`src/rtl/vq_encoder_if.sv`:
```
// RAM-side bus of the VQ encoder: codebook (W), tag and picture RAM ports.
// The encoder uses the master modport; the RAM models use the slave modport.
interface vq_encoder_if;
    logic [23:0] RAM_W_Q;
    logic [23:0] RAM_W_D;
    logic [19:0] RAM_W_A;
    logic        RAM_W_WE;
    logic        RAM_W_OE;
    logic [23:0] RAM_TAG_Q;
    logic [23:0] RAM_TAG_D;
    logic [19:0] RAM_TAG_A;
    logic        RAM_TAG_WE;
    logic        RAM_TAG_OE;
    logic [23:0] RAM_PIC_Q;
    logic [23:0] RAM_PIC_D;
    logic [19:0] RAM_PIC_A;
    logic        RAM_PIC_WE;
    logic        RAM_PIC_OE;

    modport master (
        input  RAM_W_Q,   output RAM_W_D,   output RAM_W_A,   output RAM_W_WE,   output RAM_W_OE,
        input  RAM_TAG_Q, output RAM_TAG_D, output RAM_TAG_A, output RAM_TAG_WE, output RAM_TAG_OE,
        input  RAM_PIC_Q, output RAM_PIC_D, output RAM_PIC_A, output RAM_PIC_WE, output RAM_PIC_OE
    );

    modport slave (
        output RAM_W_Q,   input  RAM_W_D,   input  RAM_W_A,   input  RAM_W_WE,   input  RAM_W_OE,
        output RAM_TAG_Q, input  RAM_TAG_D, input  RAM_TAG_A, input  RAM_TAG_WE, input  RAM_TAG_OE,
        output RAM_PIC_Q, input  RAM_PIC_D, input  RAM_PIC_A, input  RAM_PIC_WE, input  RAM_PIC_OE
    );
endinterface

```
`src/rtl/vq_encoder.sv`:
```
// Vector-quantisation encoder: for every picture pixel, finds the nearest codebook
// entry (squared RGB distance, lowest index on ties) and writes its index to tag RAM.
module vq_encoder #(
    parameter int N_PIX = 4096,
    parameter int N_CB  = 16,
    parameter int IDX_W = 4
) (
    input  logic         clk,
    input  logic         rst,
    vq_encoder_if.master ram,
    output logic         done
);
    localparam int PIX_W = (N_PIX > 1) ? $clog2(N_PIX) : 1;

    typedef enum logic [2:0] {INIT, RD_PIX, LD_PIX, RD_CB, CMP_CB, WR_TAG, FINISH} state_t;

    // Squared difference of two 8-bit channels via the 9-bit signed difference.
    function automatic logic [15:0] sq_diff(input logic [7:0] a, input logic [7:0] b);
        logic signed [8:0] d;
        logic [7:0]        m;
        d = $signed({1'b0, a}) - $signed({1'b0, b});
        m = d[8] ? 8'(-d) : d[7:0];
        return {8'd0, m} * {8'd0, m};
    endfunction

    state_t             state_r, state_next_s;
    logic [PIX_W-1:0]   pix_idx_r, pix_idx_next_s;
    logic [IDX_W-1:0]   cb_idx_r, cb_idx_next_s;
    logic [IDX_W-1:0]   best_idx_r, best_idx_next_s;
    logic [17:0]        best_dist_r, best_dist_next_s;
    logic [23:0]        pix_reg_r, pix_reg_next_s;
    logic [17:0]        dist_s;
    logic [19:0]        pic_a_r, w_a_r, tag_a_r;
    logic [23:0]        tag_d_r;
    logic               pic_oe_r, w_oe_r, tag_we_r, done_r;
    logic               tag_q_unused;

    // Distance between the codebook word on the bus and the latched pixel.
    always_comb begin
        dist_s = 18'(sq_diff(ram.RAM_W_Q[23:16], pix_reg_r[23:16]))
               + 18'(sq_diff(ram.RAM_W_Q[15:8],  pix_reg_r[15:8]))
               + 18'(sq_diff(ram.RAM_W_Q[7:0],   pix_reg_r[7:0]));
    end

    // Next-state and datapath update.
    always_comb begin
        state_next_s     = state_r;
        pix_idx_next_s   = pix_idx_r;
        cb_idx_next_s    = cb_idx_r;
        best_idx_next_s  = best_idx_r;
        best_dist_next_s = best_dist_r;
        pix_reg_next_s   = pix_reg_r;
        case (state_r)
            INIT:   state_next_s = RD_PIX;
            RD_PIX: state_next_s = LD_PIX;
            LD_PIX: begin
                pix_reg_next_s = ram.RAM_PIC_Q;
                cb_idx_next_s  = {IDX_W{1'b0}};
                state_next_s   = RD_CB;
            end
            RD_CB:  state_next_s = CMP_CB;
            CMP_CB: begin
                // Strict less-than keeps the lowest index among equal distances.
                if ((cb_idx_r == {IDX_W{1'b0}}) || (dist_s < best_dist_r)) begin
                    best_dist_next_s = dist_s;
                    best_idx_next_s  = cb_idx_r;
                end else begin
                    best_dist_next_s = best_dist_r;
                    best_idx_next_s  = best_idx_r;
                end
                if (cb_idx_r == IDX_W'(N_CB - 1)) begin
                    state_next_s = WR_TAG;
                end else begin
                    cb_idx_next_s = cb_idx_r + {{(IDX_W-1){1'b0}}, 1'b1};
                    state_next_s  = RD_CB;
                end
            end
            WR_TAG: begin
                if (pix_idx_r == PIX_W'(N_PIX - 1)) begin
                    state_next_s = FINISH;
                end else begin
                    pix_idx_next_s = pix_idx_r + {{(PIX_W-1){1'b0}}, 1'b1};
                    state_next_s   = RD_PIX;
                end
            end
            FINISH: state_next_s = FINISH;
            default: state_next_s = INIT;
        endcase
    end

    // State and datapath registers.
    always_ff @(posedge clk or posedge rst) begin
        if (rst) begin
            state_r     <= INIT;
            pix_idx_r   <= {PIX_W{1'b0}};
            cb_idx_r    <= {IDX_W{1'b0}};
            best_idx_r  <= {IDX_W{1'b0}};
            best_dist_r <= 18'd0;
            pix_reg_r   <= 24'd0;
        end else begin
            state_r     <= state_next_s;
            pix_idx_r   <= pix_idx_next_s;
            cb_idx_r    <= cb_idx_next_s;
            best_idx_r  <= best_idx_next_s;
            best_dist_r <= best_dist_next_s;
            pix_reg_r   <= pix_reg_next_s;
        end
    end

    // RAM controls are decoded from the next state so they are valid throughout each state.
    always_ff @(posedge clk or posedge rst) begin
        if (rst) begin
            pic_a_r  <= 20'd0;
            pic_oe_r <= 1'b0;
            w_a_r    <= 20'd0;
            w_oe_r   <= 1'b0;
            tag_a_r  <= 20'd0;
            tag_d_r  <= 24'd0;
            tag_we_r <= 1'b0;
            done_r   <= 1'b0;
        end else begin
            pic_a_r  <= 20'(pix_idx_next_s);
            pic_oe_r <= (state_next_s == RD_PIX);
            w_a_r    <= 20'(cb_idx_next_s);
            w_oe_r   <= (state_next_s == RD_CB);
            tag_a_r  <= 20'(pix_idx_next_s);
            tag_d_r  <= 24'(best_idx_next_s);
            tag_we_r <= (state_next_s == WR_TAG);
            done_r   <= (state_next_s == FINISH);
        end
    end

    assign tag_q_unused   = ^ram.RAM_TAG_Q;

    assign ram.RAM_W_D    = 24'd0;
    assign ram.RAM_W_A    = w_a_r;
    assign ram.RAM_W_WE   = 1'b0;
    assign ram.RAM_W_OE   = w_oe_r;
    assign ram.RAM_TAG_D  = tag_d_r;
    assign ram.RAM_TAG_A  = tag_a_r;
    assign ram.RAM_TAG_WE = tag_we_r;
    assign ram.RAM_TAG_OE = 1'b0;
    assign ram.RAM_PIC_D  = 24'd0;
    assign ram.RAM_PIC_A  = pic_a_r;
    assign ram.RAM_PIC_WE = 1'b0;
    assign ram.RAM_PIC_OE = pic_oe_r;
    assign done           = done_r;
endmodule

```
`src/flat_wrapper.sv`:
```
// flat-port wrapper written by rule: the top's interface ports become plain ports
module vq_encoder_flat 
#(
    parameter int N_PIX = 4096,
    parameter int N_CB  = 16,
    parameter int IDX_W = 4
)
  (clk, rst, done, ram_RAM_W_Q, ram_RAM_W_D, ram_RAM_W_A, ram_RAM_W_WE, ram_RAM_W_OE, ram_RAM_TAG_Q, ram_RAM_TAG_D, ram_RAM_TAG_A, ram_RAM_TAG_WE, ram_RAM_TAG_OE, ram_RAM_PIC_Q, ram_RAM_PIC_D, ram_RAM_PIC_A, ram_RAM_PIC_WE, ram_RAM_PIC_OE);
  vq_encoder_if ram_i ();
  input  logic clk;
  input  logic rst;
  output logic done;
  input wire logic [$bits(ram_i.RAM_W_Q)-1:0] ram_RAM_W_Q;
  output wire logic [$bits(ram_i.RAM_W_D)-1:0] ram_RAM_W_D;
  output wire logic [$bits(ram_i.RAM_W_A)-1:0] ram_RAM_W_A;
  output wire logic [$bits(ram_i.RAM_W_WE)-1:0] ram_RAM_W_WE;
  output wire logic [$bits(ram_i.RAM_W_OE)-1:0] ram_RAM_W_OE;
  input wire logic [$bits(ram_i.RAM_TAG_Q)-1:0] ram_RAM_TAG_Q;
  output wire logic [$bits(ram_i.RAM_TAG_D)-1:0] ram_RAM_TAG_D;
  output wire logic [$bits(ram_i.RAM_TAG_A)-1:0] ram_RAM_TAG_A;
  output wire logic [$bits(ram_i.RAM_TAG_WE)-1:0] ram_RAM_TAG_WE;
  output wire logic [$bits(ram_i.RAM_TAG_OE)-1:0] ram_RAM_TAG_OE;
  input wire logic [$bits(ram_i.RAM_PIC_Q)-1:0] ram_RAM_PIC_Q;
  output wire logic [$bits(ram_i.RAM_PIC_D)-1:0] ram_RAM_PIC_D;
  output wire logic [$bits(ram_i.RAM_PIC_A)-1:0] ram_RAM_PIC_A;
  output wire logic [$bits(ram_i.RAM_PIC_WE)-1:0] ram_RAM_PIC_WE;
  output wire logic [$bits(ram_i.RAM_PIC_OE)-1:0] ram_RAM_PIC_OE;
  assign ram_i.RAM_W_Q = ram_RAM_W_Q;
  assign ram_RAM_W_D = ram_i.RAM_W_D;
  assign ram_RAM_W_A = ram_i.RAM_W_A;
  assign ram_RAM_W_WE = ram_i.RAM_W_WE;
  assign ram_RAM_W_OE = ram_i.RAM_W_OE;
  assign ram_i.RAM_TAG_Q = ram_RAM_TAG_Q;
  assign ram_RAM_TAG_D = ram_i.RAM_TAG_D;
  assign ram_RAM_TAG_A = ram_i.RAM_TAG_A;
  assign ram_RAM_TAG_WE = ram_i.RAM_TAG_WE;
  assign ram_RAM_TAG_OE = ram_i.RAM_TAG_OE;
  assign ram_i.RAM_PIC_Q = ram_RAM_PIC_Q;
  assign ram_RAM_PIC_D = ram_i.RAM_PIC_D;
  assign ram_RAM_PIC_A = ram_i.RAM_PIC_A;
  assign ram_RAM_PIC_WE = ram_i.RAM_PIC_WE;
  assign ram_RAM_PIC_OE = ram_i.RAM_PIC_OE;
  vq_encoder #(.N_PIX(N_PIX), .N_CB(N_CB), .IDX_W(IDX_W)) u_core (.clk(clk), .rst(rst), .ram(ram_i), .done(done));
endmodule
```
`config.mk`:
```
export PLATFORM = sky130hd
export DESIGN_NAME = vq_encoder_flat
export DESIGN_NICKNAME = d
export VERILOG_FILES = /design/src/rtl/vq_encoder_if.sv /design/src/rtl/vq_encoder.sv /design/src/flat_wrapper.sv
export SDC_FILE = /design/constraint.sdc
export NUM_CORES = 1
export LEC_CHECK = 0
export CORE_MARGIN = 10
export CORE_UTILIZATION = 50
export CTS_BUF_LIST = sky130_fd_sc_hd__clkbuf_4
export DETAILED_ROUTE_END_ITERATION = 7
export GPL_TIMING_DRIVEN = 1
export PLACE_DENSITY = 0.81
export SYNTH_ARGS = -nofsm -noshare
export SYNTH_HDL_FRONTEND = slang
export SYNTH_SLANG_ARGS = --single-unit
```
`constraint.sdc`:
```
create_clock -name clk -period 11.05 [get_ports clk]
set_clock_uncertainty 0.1 [all_clocks]
set_input_delay 1.105 -clock clk [delete_from_list [all_inputs] [get_ports clk]]
set_output_delay 1.105 -clock clk [all_outputs]
set_load 0.05 [all_outputs]
```
==> metrics.yaml, run 1 <==
yosys:
  syn_area_per_cell_sq_um: 8.91
  ys_seq_area_share_pct: 15.2
  ys_seq_elements: 69
  synth-edff-count: 0
  syn_inst: 1276
  ys_async_sr_fraction_pct: 100
  synth_ff_type: "dfrtp_1"
  yosys_warnings: 0
  ys_types: 79
  synth_area_sq_mm: 0.0114
worst_setup_path:
  crit_top_cell: "fa_1"
  required_ns: 11.31
  worstSetupPathType: "in2reg"
  crit_path_start_kind: "primary input"
  slowest_delay_ns: 0.57
  critPathSlowestCell: "fa_1"
  worst-path-max-fanout: 4
  crit_arrival_ns: 11.98
  cp-end-kind: "flop"
clock_network:
  cts_tree: "yes"
  ctsHtreeMaxLevel: 3
  cts_hold_buf: 0
  clock-sinks: 69
  cts_root_buf: "clkbuf_4"
  clk_path_buf_depth: 2
  clk_pin_slew_worst_paths_ns: 0.14
  clkLatencyLatePin_ns: 0.47
  cts_buffers: 9
timing:
  slew_viol_final: 0
  fmax_mhz: 85.4
  hold_viol_final: 0
  whs_ns: 0.430
  period_needed_ns: 11.71
  worst_pin_slew_ns: 0.886
  min_period_over_period_pct: 106
  slew_headroom_pct: 41.0
  rsz0062_at_grt: "yes"
  setup_viol: 22
  worst_slack_ns: -0.665
cells_and_area:
  multiInputGateArea_sq_mm: 0.00906
  finalNetCount: 1876
  drive_gt1_share_pct: 26.3
  fin_util_pct: 64.8
  area_growth_pct: 28.3
  fillCellCount: 1573
  seqCellArea_sq_mm: 0.00173
route:
  wl_um: 30500
  drt_iter0_drc: 688
  via_count: 9627
  via_per_inst: 5.25
  drt_pass1_iterations: 5
  avgRoutedWirePerCell_um: 16.7
  drc_errors: 0
  drtAntennaViolNets: 0
hold_path:
  hold_class: "reg2reg"
floorplan:
  io_pins: 213
  row_count: 55
  dieArea_sq_mm: 0.0292
  die_w_um: 171
  core_area_sq_mm: 0.0225
  die_h_um: 171
  initial_core_util_pct: 50.5
flow_run:
  maxCapViolCount: 0
place:
  port-buffer-count: 85
  dp_slack_ns: -1.65
  gp_congestion: 0.986
  dp_hpwl_um: 22300
run_status:
  status: "complete, but fails checks"
  violations: "negative setup slack"
grt:
  antenna_found_initial: 1
  grt_max_degree: 70
  grt-ovfl-total: 0
  grt_use_total_pct: 19.8
  grt_pass1_vias: 10183
  grt_pass1_wl_um: 47600
## area by class of cell
class,count,share of cell area [%]
clock buffer,10,0.515
clock inverter,6,0.480
sequential,69,11.8
multi-input combinational,938,62.1
tap,285,2.44
antenna,1,0.0172
inverter,245,6.39
timing repair buffer,278,16.2
## flip-flops by register name, indices dropped and copies added, names as in the netlist, 3 cells and up
name / cells
u_core.cb_idx_r: 4
u_core.pix_idx_r: 12
u_core.best_dist_r: 18
u_core.state_r: 3
u_core.ram.RAM_TAG_D: 4
u_core.pix_reg_r: 24
## cell usage after synthesis, types with 3 or more instances
library cell	instances	area share, %
and4_1	3	0.23
fa_1	119	21
dfrtp_1	69	15
xnor2_2	3	0.43
nor2b_1	9	0.50
xnor2_1	39	3.0
a21oi_1	41	1.8
o31ai_1	5	0.33
nor2_1	108	3.6
o21ai_1	8	0.35
a211oi_1	6	0.40
nor4_1	4	0.22
buf_4	115	7.6
xor2_2	8	1.1
mux2_2	27	2.7
inv_2	5	0.17
a31o_2	3	0.23
nand2_1	77	2.5
nand4_1	7	0.39
ha_1	142	16
nand2b_1	19	1.0
o211ai_1	3	0.20
nand3b_1	3	0.20
a21o_1	11	0.73
a21oi_2	6	0.46
a31oi_1	4	0.22
nor3b_1	3	0.20
o21a_1	11	0.73
nor3_1	17	0.75
and3_1	6	0.33
or2_2	4	0.22
nand3_1	13	0.57
and2_1	8	0.44
o21ai_0	43	1.9
xor2_1	24	1.8
clkbuf_1	8	0.26
inv_1	240	7.9
## metrics by stage
| stage | setup TNS [ns] | cell area (sq um) | cells |
|---|---|---|---|
| 2_1_floorplan | -11.74 | 12000 | 1378 |
| 3_3_place_gp | -29.22 | 13500 | 1784 |
| 3_5_place_dp | -35.67 | 13500 | 1784 |
| 4_1_cts | -5.87 | 14400 | 1820 |
| 5_1_grt | -20.85 | 14600 | 1832 |
| 6_report | -13.73 | 14600 | 1832 |
## cells by family (layout without fill, tap and decap cells)
family	after synthesis	in the layout	share of synthesized area [%]
buf+inv	371	539	16.1
simple gates	292	292	11.9
fa+ha+maj	261	261	36.6
compound gates	176	176	10.4
xor+xnor	75	75	6.67
flops	69	69	15.2
mux	31	31	3.10
other cells	1	104	0.0330
## critical path: cells and delay by family
| kind | cells | cell delay, ns |
|---|---|---|
| simple gates | 8 | 1.62 |
| buf+inv | 9 | 0.90 |
| fa+ha+maj | 13 | 5.58 |
| mux | 1 | 0.33 |
| compound gates | 11 | 1.92 |
| xor+xnor | 3 | 0.52 |
## repair_timing
item | CTS | global route
pin swaps | 62 | 26
endpoints found under the setup margin | 22 | 22
setup buffers | 18 | 12
resized for setup | 117 | 35
gates cloned | 2 | 0
## routing by layer
metal  part of all wire [%]  track usage [%]  up-vias
met1                     37             22.6     4659
met5                      0                0        -
met4                    4.4             7.59        0
li1                       -                -     4417
met3                    6.8             4.17      110
met2                     52             35.6      441
## layout by cell type, fill, tap and decap left out, drive strengths merged, types with 13 or more instances in the layout
cell and instances:
o21ai 52, ha 142, mux2 28, dfrtp 69
conb 103, nand3 13, nand2b 19, a21oi 47
fa 119, inv 247, nor3 18, clkdlybuf4s50 77
nor2 110, xor2 32, xnor2 43, nand2 77
buf 195
## worst paths after layout
kind / from / end / slack, ns / cells past startpoint
max in group asynchronous: rst / u_core.best_dist_r[3]$_DFFE_PP0P_ / 9.16 / 3
min in group asynchronous: rst / u_core.pix_reg_r[10]$_DFFE_PP0P_ / 1.08 / 3
worst max-delay path: ram_RAM_W_Q[9] / u_core.ram.RAM_TAG_D[1]$_DFFE_PP0P_ / -0.66 / 45
worst min register to register: u_core.best_dist_r[4]$_DFFE_PP0P_ / u_core.best_dist_r[4]$_DFFE_PP0P_ / 0.43 / 1
worst min-delay path: u_core.best_dist_r[4]$_DFFE_PP0P_ / u_core.best_dist_r[4]$_DFFE_PP0P_ / 0.43 / 1
worst max register to register: u_core.pix_reg_r[16]$_DFFE_PP0P_ / u_core.ram.RAM_TAG_D[1]$_DFFE_PP0P_ / -0.32 / 49
Power of run 1 is left out: the tool's default activity adds up to more than one toggle a clock period on the data nets, which glitch-free logic cannot reach.
==> inputs of run 2 (changes only) <==
--- a/config.mk
+++ b/config.mk
@@ -6,11 +6,11 @@
 export NUM_CORES = 1
 export LEC_CHECK = 0
 export CORE_MARGIN = 10
-export CORE_UTILIZATION = 50
+export CORE_UTILIZATION = 45
 export CTS_BUF_LIST = sky130_fd_sc_hd__clkbuf_4
 export DETAILED_ROUTE_END_ITERATION = 7
 export GPL_TIMING_DRIVEN = 1
-export PLACE_DENSITY = 0.81
+export PLACE_DENSITY = 0.74
 export SYNTH_ARGS = -nofsm -noshare
 export SYNTH_HDL_FRONTEND = slang
 export SYNTH_SLANG_ARGS = --single-unit
==> run 2 against run 1 <==
Effect of this change:
- design area shrank 0.63%
- first-iteration DRC count down 46%
- setup slack improved by 0.16 ns
- cell count grew 2.2%
- the flow still finishes with violations (negative setup slack)
- count of clock-buffer cells in the layout fell by 1
- critical endpoint is now u_core.best_dist_r[4]$_DFFE_PP0P_
- global-route usage is 3.6 points lower
- largest cell class unchanged
==> metrics.yaml, run 2 (synthesis results as in run 1) <==
cells_and_area:
  area_growth_pct: 27.5
  largest_register_ff_count: 24
  drive_gt1_share_pct: 25.0
  stdcell_count: 1872
  finalNetCount: 1871
  top_register: "u_core.pix_reg_r"
  reg_top3: "u_core.pix_reg_r (24), u_core.best_dist_r (18), u_core.pix_idx_r (12)"
  postLayoutCellArea_sq_mm: 0.0145
  final_cell_mix: "224 x inv_1, 180 x buf_4, 124 x ha_1, 116 x fa_1, 103 x conb_1"
  layout_commonest_cell: "inv_1"
clock_network:
  cts_root_buf: "clkbuf_4"
  clock-sinks: 69
  cts_hold_buf: 0
  clk_path_buf_depth: 2
  cts_buffers: 9
  cts_tree: "yes"
  clkLatencyLatePin_ns: 0.46
  ctsHtreeMaxLevel: 3
  clk_pin_slew_worst_paths_ns: 0.13
timing:
  period_needed_ns: 11.55
  slew_viol_final: 0
  min_period_over_period_pct: 105
  worst_slack_ns: -0.502
  setup_viol: 22
  slew_headroom_pct: 40.5
  worst_pin_slew_ns: 0.892
  rsz0062_at_grt: "yes"
  fmax_mhz: 86.6
  hold_viol_final: 0
floorplan:
  core_area_sq_mm: 0.0250
  die_w_um: 179
  io_pins: 213
  row_count: 58
  die_h_um: 179
  dieArea_sq_mm: 0.0320
  initial_core_util_pct: 45.4
grt:
  grt_use_total_pct: 16.2
  antenna_found_initial: 1
  grt_pass1_wl_um: 43100
  grt_pass1_vias: 9391
  grt-ovfl-total: 0
  grt_max_degree: 70
run_status:
  violations: "negative setup slack"
  status: "complete, but fails checks"
place:
  dp_slack_ns: -1.50
  dpl_cell_area_sq_mm: 0.0136
  port-buffer-count: 85
  placed_cells: 1829
  gp_congestion: 0.916
  dp_hpwl_um: 21600
worst_setup_path:
  slowest_delay_ns: 0.54
  crit_arrival_ns: 11.79
  worst-path-max-fanout: 7
  r2r_slack_ns: -0.14
  r2r_cells: 45
  crit_family: "adder cells"
  crit_top_cell: "fa_1"
  required_ns: 11.29
  r2r_end: "u_core.best_dist_r[4]$_DFFE_PP0P_"
  critPathSlowestCell: "fa_1"
  worstSetupPathType: "in2reg"
  worst-path-buf-inv: 14
  cp-end-kind: "flop"
  r2r-start: "u_core.pix_reg_r[16]$_DFFE_PP0P_"
  crit_path_start_kind: "primary input"
hold_path:
  hold_class: "reg2reg"
  hold_path_depth: 1
  min-delay-start: "u_core.best_dist_r[1]$_DFFE_PP0P_"
  min_to: "u_core.best_dist_r[1]$_DFFE_PP0P_"
route:
  drt_pass1_iterations: 5
  via_count: 9016
  drc_errors: 0
  drtAntennaViolNets: 0
  via_per_inst: 4.82
  drt_iter0_drc: 372
  avgRoutedWirePerCell_um: 13.8
  wl_um: 25900
flow_run:
  maxCapViolCount: 0
[run 2: timing repair]
action,in CTS,in global routing
resized for setup,93,34
buffers inserted,17,10
endpoints found under the setup margin,22,22
pin swaps,54,34
[run 2: per-layer routing]
layer | up-vias | global-route usage, % | share of wire [%]
met1 | 4410 | 19.7 | 42
li1 | 4386 | - | -
met4 | 0 | 3.65 | 1.4
met2 | 195 | 28.6 | 51
met3 | 25 | 3.81 | 5.7
met5 | - | 0 | 0
[run 2: area by class of cell]
class                           count  area (sq um)
Antenna cell                        1          2.50
Clock buffer                        9          67.6
Clock inverter                      7           104
Fill cell                        2100         10500
Inverter                          245           932
Multi-Input combinational cell    938          8960
Sequential cell                    69          1730
Tap cell                          330           413
Timing Repair Buffer              273          2290
[run 2: per-stage QoR]
stage	util, %	TNS, ns	hold slack [ns]
2_1_floorplan	-	-11.74	0.381
3_3_place_gp	54.2	-28.86	0.390
3_5_place_dp	54.2	-32.41	0.392
4_1_cts	57.1	-8.35	0.428
5_1_grt	57.9	-20.17	0.436
6_report	57.9	-10.76	0.427
[run 2: how the worst max path moves through the flow]
stage                    start                            endpoint  depth (start not counted)
3_5_place_dp    ram_RAM_W_Q[8]   u_core.best_dist_r[3]$_DFFE_PP0P_                         45
6_report       ram_RAM_W_Q[16]   u_core.best_dist_r[4]$_DFFE_PP0P_                         47
3_3_place_gp    ram_RAM_W_Q[8]   u_core.best_dist_r[5]$_DFFE_PP0P_                         45
2_1_floorplan  ram_RAM_W_Q[16]  u_core.best_dist_r[10]$_DFFE_PP0P_                         47
5_1_grt        ram_RAM_W_Q[19]  u_core.best_dist_r[11]$_DFFE_PP0P_                         42
4_1_cts        ram_RAM_W_Q[16]   u_core.best_dist_r[4]$_DFFE_PP0P_                         45
Power of run 2 is left out for the same reason.
==> inputs of run 3 (changes only) <==
--- a/config.mk
+++ b/config.mk
@@ -11,6 +11,8 @@
 export DETAILED_ROUTE_END_ITERATION = 7
 export GPL_TIMING_DRIVEN = 1
 export PLACE_DENSITY = 0.74
+export SETUP_SLACK_MARGIN = 0.02
+export SLEW_MARGIN = 20
 export SYNTH_ARGS = -nofsm -noshare
 export SYNTH_HDL_FRONTEND = slang
 export SYNTH_SLANG_ARGS = --single-unit
==> results of run 3 <==
The final DEF is identical to that of run 2; final timing and power are the same.
Power of run 3 is left out for the same reason.
